$ cat src/rtl/switch_led_pkg.sv
// Shared pattern-state encoding and sequencing for the switch/LED controller.
// Imported by the FSM top so encodings live in one place.
package switch_led_pkg;

    localparam int STATE_W = 2;

    typedef enum logic [STATE_W-1:0] {
        S_OFF   = 2'd0,
        S_LOW   = 2'd1,
        S_HIGH  = 2'd2,
        S_CHASE = 2'd3
    } state_e;

    // sw1 press sequence in latched mode; chase loops back to low half.
    function automatic state_e next_on_press(input state_e s);
        state_e n;
        n = S_LOW;
        unique case (s)
            S_OFF:   n = S_LOW;
            S_LOW:   n = S_HIGH;
            S_HIGH:  n = S_CHASE;
            S_CHASE: n = S_LOW;
        endcase
        return n;
    endfunction

endpackage

$ cat src/rtl/sw_debounce.sv
// Two-flop synchroniser, counter debounce and rising-edge press pulse
// for one asynchronous switch input.
module sw_debounce #(
    parameter int DEBOUNCE_CYCLES = 12000
) (
    input  logic clk,
    input  logic rst,
    input  logic sw_in,
    output logic level,
    output logic press
);

    localparam int CNT_W = $clog2(DEBOUNCE_CYCLES + 1);
    localparam logic [CNT_W-1:0] CNT_LAST = CNT_W'(DEBOUNCE_CYCLES - 1);

    logic             sync1_q;
    logic             sync2_q;
    logic             level_q;
    logic             level_d;
    logic             press_q;
    logic             press_d;
    logic [CNT_W-1:0] cnt_q;
    logic [CNT_W-1:0] cnt_d;

    // The count only runs while the input disagrees; any agreement restarts it.
    always_comb begin
        cnt_d   = '0;
        level_d = level_q;
        press_d = 1'b0;
        if (sync2_q != level_q) begin
            if (cnt_q == CNT_LAST) begin
                level_d = sync2_q;
                press_d = sync2_q;
            end else begin
                cnt_d = cnt_q + CNT_W'(1);
            end
        end
    end

    always_ff @(posedge clk) begin
        if (rst) begin
            sync1_q <= 1'b0;
            sync2_q <= 1'b0;
            level_q <= 1'b0;
            press_q <= 1'b0;
            cnt_q   <= '0;
        end else begin
            sync1_q <= sw_in;
            sync2_q <= sync1_q;
            level_q <= level_d;
            press_q <= press_d;
            cnt_q   <= cnt_d;
        end
    end

    assign level = level_q;
    assign press = press_q;

endmodule

$ cat src/rtl/switch_led_ctrl.sv
// Two-switch LED pattern controller: debounced inputs drive a level-
// following or press-latched pattern FSM with a one-hot chase pattern.
module switch_led_ctrl
    import switch_led_pkg::*;
#(
    parameter int NLEDS           = 8,
    parameter int DEBOUNCE_CYCLES = 12000,
    parameter int SHIFT_DIV       = 1200000,
    parameter int LATCH_MODE      = 1
) (
    input  logic               clk,
    input  logic               rst,
    input  logic               sw1,
    input  logic               sw2,
    output logic [NLEDS-1:0]   leds,
    output logic [STATE_W-1:0] mode
);

    localparam int HALF   = NLEDS / 2;
    localparam int STEP_W = $clog2(SHIFT_DIV + 1);

    localparam logic [NLEDS-1:0] LOW_PAT  = {{HALF{1'b0}}, {HALF{1'b1}}};
    localparam logic [NLEDS-1:0] HIGH_PAT = {{HALF{1'b1}}, {HALF{1'b0}}};
    localparam logic [NLEDS-1:0] ONE_PAT  = {{(NLEDS-1){1'b0}}, 1'b1};
    localparam logic [STEP_W-1:0] STEP_LAST = STEP_W'(SHIFT_DIV - 1);

    logic lvl1;
    logic lvl2;
    logic prs1;
    logic prs2;

    sw_debounce #(
        .DEBOUNCE_CYCLES(DEBOUNCE_CYCLES)
    ) u_db_sw1 (
        .clk   (clk),
        .rst   (rst),
        .sw_in (sw1),
        .level (lvl1),
        .press (prs1)
    );

    sw_debounce #(
        .DEBOUNCE_CYCLES(DEBOUNCE_CYCLES)
    ) u_db_sw2 (
        .clk   (clk),
        .rst   (rst),
        .sw_in (sw2),
        .level (lvl2),
        .press (prs2)
    );

    state_e             state_q;
    state_e             state_d;
    logic [NLEDS-1:0]   leds_q;
    logic [NLEDS-1:0]   leds_d;
    logic [STEP_W-1:0]  step_q;
    logic [STEP_W-1:0]  step_d;

    always_comb begin
        state_d = state_q;
        if (LATCH_MODE == 0) begin
            if (lvl1) begin
                state_d = S_LOW;
            end else if (lvl2) begin
                state_d = S_OFF;
            end else begin
                state_d = S_HIGH;
            end
        end else begin
            if (prs2) begin
                state_d = S_OFF;
            end else if (prs1) begin
                state_d = next_on_press(state_q);
            end
        end
    end

    // Chase restarts from LED1 on every entry, then rotates each step wrap.
    always_comb begin
        leds_d = '0;
        step_d = '0;
        unique case (state_d)
            S_OFF:  leds_d = '0;
            S_LOW:  leds_d = LOW_PAT;
            S_HIGH: leds_d = HIGH_PAT;
            S_CHASE: begin
                if (state_q != S_CHASE) begin
                    leds_d = ONE_PAT;
                end else if (step_q == STEP_LAST) begin
                    leds_d = {leds_q[NLEDS-2:0], leds_q[NLEDS-1]};
                end else begin
                    leds_d = leds_q;
                    step_d = step_q + STEP_W'(1);
                end
            end
        endcase
    end

    always_ff @(posedge clk) begin
        if (rst) begin
            state_q <= S_OFF;
            leds_q  <= '0;
            step_q  <= '0;
        end else begin
            state_q <= state_d;
            leds_q  <= leds_d;
            step_q  <= step_d;
        end
    end

    assign leds = leds_q;
    assign mode = state_q;

endmodule

$ cat config.mk
export PLATFORM = sky130hd
export DESIGN_NAME = switch_led_ctrl
export DESIGN_NICKNAME = d
export VERILOG_FILES = /design/src/rtl/switch_led_pkg.sv /design/src/rtl/sw_debounce.sv /design/src/rtl/switch_led_ctrl.sv
export SDC_FILE = /design/constraint.sdc
export NUM_CORES = 1
export LEC_CHECK = 0
export BUFFER_PORTS_ARGS = -buffer_cell sky130_fd_sc_hd__buf_2
export CORE_MARGIN = 1
export CORE_UTILIZATION = 59
export DETAILED_ROUTE_END_ITERATION = 6
export PLACE_DENSITY = 0.8
export SLEW_MARGIN = 20
export SYNTH_ARGS = -nofsm -noshare
export SYNTH_HDL_FRONTEND = slang
export SYNTH_SLANG_ARGS = --single-unit
$ cat constraint.sdc
create_clock -name clk -period 2.8 [get_ports clk]
set_clock_uncertainty 0.15 [all_clocks]
set_input_delay 0.56 -clock clk [delete_from_list [all_inputs] [get_ports clk]]
set_output_delay 0.56 -clock clk [all_outputs]
set_load 0.05 [all_outputs]
# Yosys cells after proc, flatten, opt, wreduce, memory -nomap -nowiden
# Cells that the tools add are included.
# word_totals
reg_bits,67
latchBits,0
ramBits,0
rom_bits,0
input_bits,4
out_inout_bits,10
word_cells,50
mem_count,0
# classes
add_sub_neg,3
n_mul,0
n_div,0
n_lt_le_gt_ge,0
eq_ne,13
n_shift,0
mux,6
bitwise_logic,5
reduce_logical,10
# ops
cell,n
case mux 8 bit (4 select lines),1
"adder 14 x 1 -> 14 bit, second input constant",2
"== test 14 bit, second input constant",2
"adder 21 x 1 -> 21 bit, second input constant",1
"== test 21 bit, second input constant",1
two-way mux 8 bit,2
OR reduction 3 bit,4
"== test 2 bit, second input constant",4
case mux 2 bit (3 select lines),1
inverter 1 bit,5
"== test 2 x 1 -> 1 bit, second input constant",2
logical NOT 2 bit,2
two-way mux 2 bit,2
AND reduction 2 bit,2
OR reduction 4 bit,1
"!= test 3 bit, second input constant",1
!= test 1 bit,2
"!= test 2 bit, second input constant",1
OR reduction 2 bit,1

# Depth between registers and ports, before layout
# depth
word_depth,8
depth_mapped,7
ltp_nobuf,6

# By module
# Synthesis repeated with hierarchy kept, for this count alone.
# unflattened
hier_cells,321
hier_area_um2,3005.4
# by_module_without_submodules
module,n_inst,cells_each,area_each_um2,seq_area_each_um2
switch_led_ctrl,1,169,1514.0,620.6
sw_debounce,2,76,745.7,360.3

# Least setup slack after synthesis
# Ideal clock, no wire load.
# synth_path
path_kind,flip-flop to flip-flop
startpoint,register state_q[1] (netlist: mode[1])
endpoint,register leds_q[0] (netlist: leds[0])
setup_time_ns,0.072
arrival_ns,2.078
t_required_ns,2.578
setup_slack_ns,0.500
path_stages_with_launch,7
synth_period_minus_slack_ns,2.300
path_cell_list,dfxtp_1 -> inv_1 -> ha_1 -> a211oi_1 -> o211a_1 -> buf_2 -> mux2i_1
# synth_between
elab_chain_len,7
# synth_rtl
item,line_no,source
start: declaration,switch_led_ctrl.sv:52,state_e state_q;
start signal: assignment,switch_led_ctrl.sv:105,state_q <= state_d;
== test 2 bit / logical NOT 2 bit (equally long branches),switch_led_pkg.sv:18,unique case (s)
OR reduction 2 bit (no source line),n/a,
case mux 2 bit (3 select lines),switch_led_pkg.sv:18,
two-way mux 2 bit,switch_led_ctrl.sv:72,end else if (prs1) begin
two-way mux 2 bit,switch_led_ctrl.sv:70,if (prs2) begin
== test 2 bit (tied with other cells),switch_led_ctrl.sv:82,unique case (state_d)
case mux 8 bit (4 select lines) / != test 3 bit (equally long branches),n/a,
end signal: assignment,switch_led_ctrl.sv:106,leds_q <= leds_d;
end: declaration,switch_led_ctrl.sv:54,logic [NLEDS-1:0] leds_q;
# Parallel ways exist; a longest one is shown, timed or not.
# A chain may end at the register's enable or synchronous reset.

# Final worst setup path
# layout_path
startpoint,register state_q[1] (netlist: mode[1])
endpoint,register leds_q[7] (netlist: leds[7])
# The elaborated chain is that of the path after synthesis.

==> results.md <==
* RSZ-0062 raised after global routing: false
* Unique masters post-synth at 40
* Clock Latency Late Sink at 0.34 ns
* Slew @ Worst Pin at 0.458 ns
* Initial antenna violation count at 0
* Post-synth EDFFs at 0
* Commonest non-fill, non-tap cells in the layout: dfxtp_1, nor2_1, nand2_1, xnor2_1, nand3_1
* Status: finished, final reports clean
* Psw at 377 uW
* Fillers at 388
* Crit-path cells: inv_1 -> ha_1 -> nand2b_1 -> a211oi_1 -> o211a_1 -> mux2i_1
* H-tree levels at 3
* # IOs at 14
* Final period utilization at 75.0%
* Height of the die at 72.7 um
* Final #Nets at 353
* Hpwl dp at 3460 um
* Largest net degree at the start of global routing at 21
* Final setup TNS at 0 ns
* Starting density of the core at 62.0%
* Final min period at 2.10 ns
* Post-synth top area share at 45.5%
* Synthesis Warnings at 0
* Clk sinks at 67
* Seq cells post-synth at 67
* Clock power share at 47.7%
* CTS Hold Buffers Added at 0
* Critical path type: reg2reg
* Mapped Area at 2950 sq um
* WL final at 5160 um
* Critical path data arrival time at 2.21 ns
* Post-synth top flop: dfxtp_1
* Total track usage at 22.2%
* Commonest non-fill, non-tap cell in the layout: dfxtp_1
* Chip Width at 72.7 um
* Placed Area at 3050 sq um
* Worst-path clk slew at 0.07 ns
* Site Rows at 25
* Worst min-delay path category: in2reg
* Sw Ratio at 20.2%
* Syn Inst Count at 331
* Mapped Nets at 340
* Sequential area share after synthesis at 45.5%
* Area delta synth->final at 11.2%
* F_max at 476 MHz
* Startpoint Class: register
* Diode count at 0
* Finished Cell Area at 3280 sq um
* Slowest CP cell: o211a_1
* Crit-path max cell delay at 0.48 ns
* DIE AREA at 5280 sq um
* First-pass GRT wire length at 9050 um
* DR WL/cell at 12.4 um
* Drt drc at 0
* Critical Path End Type: register
* Max_slew headroom at 69.3%
* Worst VDD drop at 390 uV
* Core box area at 4750 sq um
* GPL Wtd Cong at 0.786
* I/O Buffers at 13
* Asr flop ratio synth at 0%
* Max Cap Viol at 0
* CP required at 2.91 ns
* Logic pwr share at 0.9%
* Avg Cell Area, Syn at 8.91 sq um
* Via-to-Cell Ratio at 5.50
* Vias in the first global route at 2146
* Clock tree buffer depth at 2
* PostCTS Resize Cnt at 0
* Pwr dens at 568 nW/um^2
* Max-slew violation count at 0
* CP Max Fanout at 9
* Final Setup Violations at 0
* Hold Vio Cnt, Final at 0
* Hold Slack at 0.281 ns
* GRT overflow at 0
* Clk root buf: clkbuf_8
* Post-CTS setup buffer count at 0
* Final ANT Viol Nets at 0
* Share of cells above drive strength 1 at 10.9%
* Internal Power at 1490 uW
* Sequential Power Share at 51.4%
* Starting DRT DRC Count at 136
* Yosys top cell by area: dfxtp_1
* Lkg Pwr at 0.00108 uW
* Top cells by area, synth: dfxtp_1, nor2_1, xnor2_1
* CTS tree: yes
* Vias at 2289
* CTS Buf Count at 9
* DRT Pass-1 Iters at 4
-- state kept, by name, indices dropped and copies added (netlist names) --
register and flops:
u_db_sw2.press 1, u_db_sw1.sync2_q 1, u_db_sw1.press 1, u_db_sw1.level 1, mode 2, u_db_sw2.cnt_q 14, step_q 21, leds 8
u_db_sw2.sync1_q 1, u_db_sw2.level 1, u_db_sw1.cnt_q 14, u_db_sw2.sync2_q 1, u_db_sw1.sync1_q 1
-- logic make-up after synthesis --
group | synth area share (%)
XOR/XNOR | 10.4
buffers and inverters | 2.97
AND/OR/NAND/NOR | 28.0
adder cells (fa/ha/maj) | 2.12
multiplexers | 3.40
flip-flops | 45.5
AO/OA/AOI/OAI | 7.60
-- routing by layer --
metal | track usage [%] | vias to the layer above | routed length [um]
li1 | - | 1179 | -
met1 | 25.8 | 1067 | 2410
met2 | 38.2 | 32 | 2500
met3 | 4.83 | 11 | 157
met4 | 11.8 | 0 | 101
met5 | 0 | - | 0
-- area by class of cell --
class / count / area, sq um / share of cell area (%)
flip-flops and latches: 67 / 1340 / 40.9
clock buffers: 10 / 138 / 4.20
multi-input cells: 244 / 1520 / 46.4
repair buffers: 15 / 80.1 / 2.44
well taps: 67 / 83.8 / 2.56
clock inverters: 6 / 88.8 / 2.71
inverters: 7 / 26.3 / 0.802
-- power groups by stage --
stage	logic (uW)	clock network [uW]	registers, uW
floorplan	13.3	0	979
global placement	15.9	0	980
detailed placement	16.2	0	980
CTS	16.5	904	958
global route	18.3	942	958
finish	16.3	888	958
-- cells in the mapped netlist (all sizes together) (2+ instances only) --
cell type	count
or3	9
nor4b	2
nand4	12
a211o	8
and2	5
nand3	18
ha	5
buf	5
and4	4
a211oi	2
nand2b	2
and3	10
inv	7
or4	3
nand2	30
o21ai	8
dfxtp	67
nor2	49
nor3	5
xnor2	19
xor2	16
nor4	4
mux2i	10
nor2b	4
clkbuf	8
a21oi	11
-- stage by stage --
step                      instances  setup WS [ns]  utilization [%]  total power [uW]
after detailed placement        400          0.703             64.2               996
after global routing            416          0.557             68.9              1920
after CTS                       416          0.687             68.9              1880
after global placement          400          0.791             64.2               995
final                           416          0.700             68.9              1860
after floorplan                 331          0.500                -               993
-- path summary, 6_finish.rpt --
check / from / endpoint / slack, ns / cells past startpoint
worst max-delay path: mode[1] / leds[7] / 0.70 / 6
worst min register to register: u_db_sw1.cnt_q[0] / u_db_sw1.cnt_q[0] / 0.29 / 1
worst min-delay path: sw1 / u_db_sw1.sync1_q / 0.28 / 2
worst max register to register: mode[1] / leds[7] / 0.70 / 6
-- worst max-delay path: cells and delay by family, from the launching register on --
family / cells / cell delay, ns
AO/OA/AOI/OAI: 2 / 0.76
adder cells (fa/ha/maj): 1 / 0.27
buffers and inverters: 1 / 0.06
flip-flops: 1 / 0.37
multiplexers: 1 / 0.24
AND/OR/NAND/NOR: 1 / 0.18
Power figures use the tool's default switching activity.
